$ cat src/rtl/interrupt_controller.sv
// Eight-source interrupt controller: synchronized edge/level capture, fixed
// priority (bit 7 highest), and a non-preemptive request/ack/eoi handshake.
module interrupt_controller #(
    parameter logic [7:0] EDGE_SEL   = 8'hFF,
    parameter logic [7:0] ENABLE_RST = 8'h00
) (
    input  logic       clk,
    input  logic       reset,
    input  logic [7:0] irq,
    input  logic       en_we,
    input  logic [7:0] en_wdata,
    input  logic       int_ack,
    input  logic       eoi,
    output logic       int_req,
    output logic [2:0] int_id,
    output logic       in_service,
    output logic [7:0] pending,
    output logic [7:0] enable
);

    typedef enum logic [1:0] {IDLE, REQUEST, SERVICE} state_t;

    state_t     state_q, state_d;
    logic [7:0] sync1_q, sync2_q, sync3_q;
    logic [2:0] vld_pipe_q, vld_pipe_d;
    logic [7:0] pend_q, pend_d;
    logic [7:0] en_q, en_d;
    logic [2:0] id_q, id_d;

    logic [7:0] edge_det, masked, clr;
    logic [2:0] cand_id;
    logic       cand_vld, ack_take;

    always_comb begin
        // sync3 only carries a real sample once three edges have passed since
        // reset; this keeps an irq already high at release from looking like an edge.
        vld_pipe_d = {vld_pipe_q[1:0], 1'b1};
        edge_det   = sync2_q & ~sync3_q & {8{vld_pipe_q[2]}};
        masked     = pend_q & en_q;
        cand_id    = 3'd0;
        for (int i = 0; i < 8; i++) begin
            if (masked[i]) cand_id = 3'(i);
        end
        cand_vld = |masked;
        ack_take = (state_q == REQUEST) && int_ack;
        clr      = ack_take ? (8'b1 << id_q) : 8'b0;
        // Edge sources: a fresh edge beats the ack clear. Level sources follow sync2.
        pend_d   = (EDGE_SEL & (edge_det | (pend_q & ~clr))) | (~EDGE_SEL & sync2_q);
        en_d     = en_we ? en_wdata : en_q;
    end

    always_comb begin
        state_d = state_q;
        id_d    = id_q;
        unique case (state_q)
            IDLE: begin
                if (cand_vld) begin
                    state_d = REQUEST;
                    id_d    = cand_id;
                end
            end
            REQUEST: begin
                if (int_ack)           state_d = SERVICE;
                else if (!masked[id_q]) state_d = IDLE;
            end
            SERVICE: begin
                if (eoi) state_d = IDLE;
            end
            default: state_d = IDLE;
        endcase
    end

    always_ff @(posedge clk or negedge reset) begin
        if (!reset) begin
            sync1_q    <= 8'h00;
            sync2_q    <= 8'h00;
            sync3_q    <= 8'h00;
            vld_pipe_q <= 3'b000;
            pend_q     <= 8'h00;
            en_q       <= ENABLE_RST;
            state_q    <= IDLE;
            id_q       <= 3'd0;
        end else begin
            sync1_q    <= irq;
            sync2_q    <= sync1_q;
            sync3_q    <= sync2_q;
            vld_pipe_q <= vld_pipe_d;
            pend_q     <= pend_d;
            en_q       <= en_d;
            state_q    <= state_d;
            id_q       <= id_d;
        end
    end

    assign int_req    = (state_q == REQUEST);
    assign in_service = (state_q == SERVICE);
    assign int_id     = id_q;
    assign pending    = pend_q;
    assign enable     = en_q;

endmodule

$ cat config.mk
export PLATFORM = sky130hd
export DESIGN_NAME = interrupt_controller
export DESIGN_NICKNAME = d
export VERILOG_FILES = /design/src/rtl/interrupt_controller.sv
export SDC_FILE = /design/constraint.sdc
export NUM_CORES = 1
export LEC_CHECK = 0
export CAP_MARGIN = 0
export CORE_MARGIN = 3
export CORE_UTILIZATION = 45
export CTS_CLUSTER_DIAMETER = 80
export DETAILED_ROUTE_END_ITERATION = 8
export GPL_TIMING_DRIVEN = 0
export HOLD_SLACK_MARGIN = 0.12
export PLACE_DENSITY = 0.74
export SYNTH_ARGS = -nofsm -noshare
export SYNTH_HDL_FRONTEND = slang
export SYNTH_SLANG_ARGS = --single-unit
$ cat constraint.sdc
create_clock -name clk -period 2.55 [get_ports clk]
set_clock_uncertainty 0.15 [all_clocks]
set_input_delay 0.255 -clock clk [delete_from_list [all_inputs] [get_ports clk]]
set_output_delay 0.255 -clock clk [all_outputs]
set_load 0.02 [all_outputs]
==> flow_metrics.env <==
export IMPL_cts_resized=0
export IMPL_root_buffer="clkbuf_8"
export IMPL_row_count=21
export IMPL_grt_first_pass_wirelength_um=5388
export IMPL_p_clk_share_pct=19.2
export IMPL_ys_warn_count=0
export IMPL_syn_instance_count=129
export IMPL_synth_edff_count=0
export IMPL_yosys_area_top_type_share_pct=69.57
export IMPL_wl_per_cell_um=14.95
export IMPL_required_ns=2.14
export IMPL_worst_path_max_fanout=5
export IMPL_p_leak_nw=0.9652
export IMPL_synth_most_common_cell="dfrtp_1"
export IMPL_first_pass_iters=4
export IMPL_max_freq_ghz=0.4957
export IMPL_start_kind="flop"
export IMPL_rsz0062_at_grt="no"
export IMPL_power_frac_seq_pct=45.0
export IMPL_status="completed"
export IMPL_clockBufferDepth=2
export IMPL_p_sw_share_pct=35.00
export IMPL_final_util_pct=65.25
export IMPL_p_sw_w=0.0007821
export IMPL_drt_iter0_markers=93
export IMPL_finalCriticalPeriod_ns=2.017
export IMPL_clk_pin_slew_ns=0.08
export IMPL_syn_mean_instance_area_um2=13.38
export IMPL_seq_area_frac_synth_pct=69.57
export IMPL_grtUsageTotal_pct=16.64
export IMPL_critPathArrivalTime_ns=1.61
export IMPL_coreArea_um2=3521
export IMPL_hold_class="reg2reg"
export IMPL_postCtsHoldBufs=1
export IMPL_post_route_period_util_pct=79.11
export IMPL_detail_route_antenna_nets=0
export IMPL_powerDensity_nw_per_um2=972.9
export IMPL_grt_pass1_vias=1202
export IMPL_crit_type="reg2out"
export IMPL_intPower_w=0.001453
export IMPL_clk_latency_ns=0.29
export IMPL_pin_count=42
export IMPL_synthTopCellsByCount="dfrtp_1 (48), nand2_1 (18), o21ai_0 (10), mux2_2 (8), nand3_1 (8)"
export IMPL_antenna_found_initial=0
export IMPL_grt_remaining_overflow=0
export IMPL_syn_to_final_growth_pct=33.04
export IMPL_nets=199
export IMPL_port_buffers=40
export IMPL_gp_congestion=0.9402
export IMPL_post_place_cells=216
export IMPL_numCtsBuffers=5
export IMPL_diodes=0
export IMPL_via_per_inst=5.196
export IMPL_setup_viol=0
export IMPL_cts_tree="built"
export IMPL_yosys_most_used_dff="dfrtp_1"
export IMPL_synth_distinct_cells=26
export IMPL_drv_slew=0
export IMPL_synthTopCellsByArea="dfrtp_1 (70%), mux2_2 (5.2%), nand2_1 (3.9%), nand3b_1 (3.0%), o21ai_0 (2.9%)"
export IMPL_clock_sinks=48
export IMPL_drt_wl_total_um=3364
export IMPL_final_hold_violation_count=0
export IMPL_ys_seq_elements=48
export IMPL_whs_ns=0.2015
export IMPL_peakVddDrop_mv=0.5231
export IMPL_worst_setup_path_end_kind="output port"
export IMPL_cap_violations=0
export IMPL_drive_gt1_share_pct=13.41
export IMPL_fin_cells=225
export IMPL_die_x_um=67.95
export IMPL_yosysTopAreaCell="dfrtp_1"
export IMPL_grt_max_degree=34
export IMPL_syn_nets=150
export IMPL_die_h_um=67.95
export IMPL_synthesis_area_um2=1727
export IMPL_hpwl_um=2511
export IMPL_postCtsSetupRepairBufs=0
export IMPL_dieArea_um2=4617
export IMPL_comb_power_share_pct=35.7
export IMPL_start_util_pct=49.04
export IMPL_drc=0
export IMPL_htree_levels=2
export IMPL_synthArstFlopShare_pct=100.0
export IMPL_vias=1169
-- layout make-up --
cell class / instances / area (um^2)
inverters: 3 / 11.26
multi-input cells: 74 / 499.2
clock buffers: 5 / 68.82
fillers: 270 / 1224
clock inverters: 3 / 18.77
flip-flops and latches: 48 / 1201
plain buffers: 4 / 15.01
well taps: 46 / 57.56
repair buffers: 42 / 425.4
-- layer usage --
metal,wire (um),track usage (%),vias to the layer above
li1,-,-,554
met1,1334,18.17,570
met2,1693,28.52,39
met3,250,5.090,6
met4,85,9.429,0
met5,0,0,-
-- cell usage in the layout, fill, tap and decap left out, drive strengths merged, types with 2 or more instances in the layout --
master         count
a22o               2
a22oi              2
a32oi              2
buf                3
clkbuf             8
clkdlybuf4s50     39
clkinv             3
dfrtp             48
inv                3
mux2              10
nand2             18
nand3              9
nand3b             7
nor2b              2
o211ai             3
o21ai             11
o31ai              2
-- kinds of logic after synthesis --
logic type	after synthesis	synth area share [%]
buffers and inverters	7	1.521
DFF	48	69.57
AOI/OAI and AO/OA	23	9.783
other	1	0.2172
and+or+nand+nor	40	11.96
muxes	10	6.957
-- final timing paths --
check | start | depth (start not counted) | slack (ns) | end
setup reg to reg | pending[7] | 4 | 0.89 | int_id[1]
max in group asynchronous | reset | 3 | 1.52 | sync3_q[1]
hold reg to reg | sync1_q[5] | 0 | 0.20 | sync2_q[5]
hold / removal | sync1_q[5] | 0 | 0.20 | sync2_q[5]
min in group asynchronous | reset | 2 | 0.25 | int_id[2]
setup / recovery | state_q[1] | 2 | 0.53 | int_req
-- sequential cells by signal, summed over array words and instances (netlist names) --
signal and count:
enable 8, pending 8, sync1_q 8, sync2_q 8, sync3_q 8, int_id 3, vld_pipe_q 3, state_q 2
-- through the flow --
step                setup TNS [ns]  cell area, um^2  setup slack [ns]  total power [W]
global route                     0             2297            0.4543         0.002370
CTS                              0             2297            0.5374         0.002247
global placement            -3.390             2185          -0.07270         0.001776
detailed placement               0             2200            0.8706         0.001811
floorplan                        0             1727            0.9561         0.001455
finish                           0             2297            0.5327         0.002235
-- power groups by stage --
stage	sequential [W]	combinational (W)	clock (W)
floorplan	0.00110	0.000354	0
global placement	0.00101	0.000765	0
detailed placement	0.00102	0.000792	0
CTS	0.00100	0.000799	0.000445
global route	0.00102	0.000860	0.000486
finish	0.00101	0.000799	0.000430
-- critical path, cell delays in order, from the launching register on --
cell,delay [ns]
dfrtp_1,0.39
and2b_1,0.29
clkdlybuf4s50_1,0.63
(Power assumes the default switching activity.)
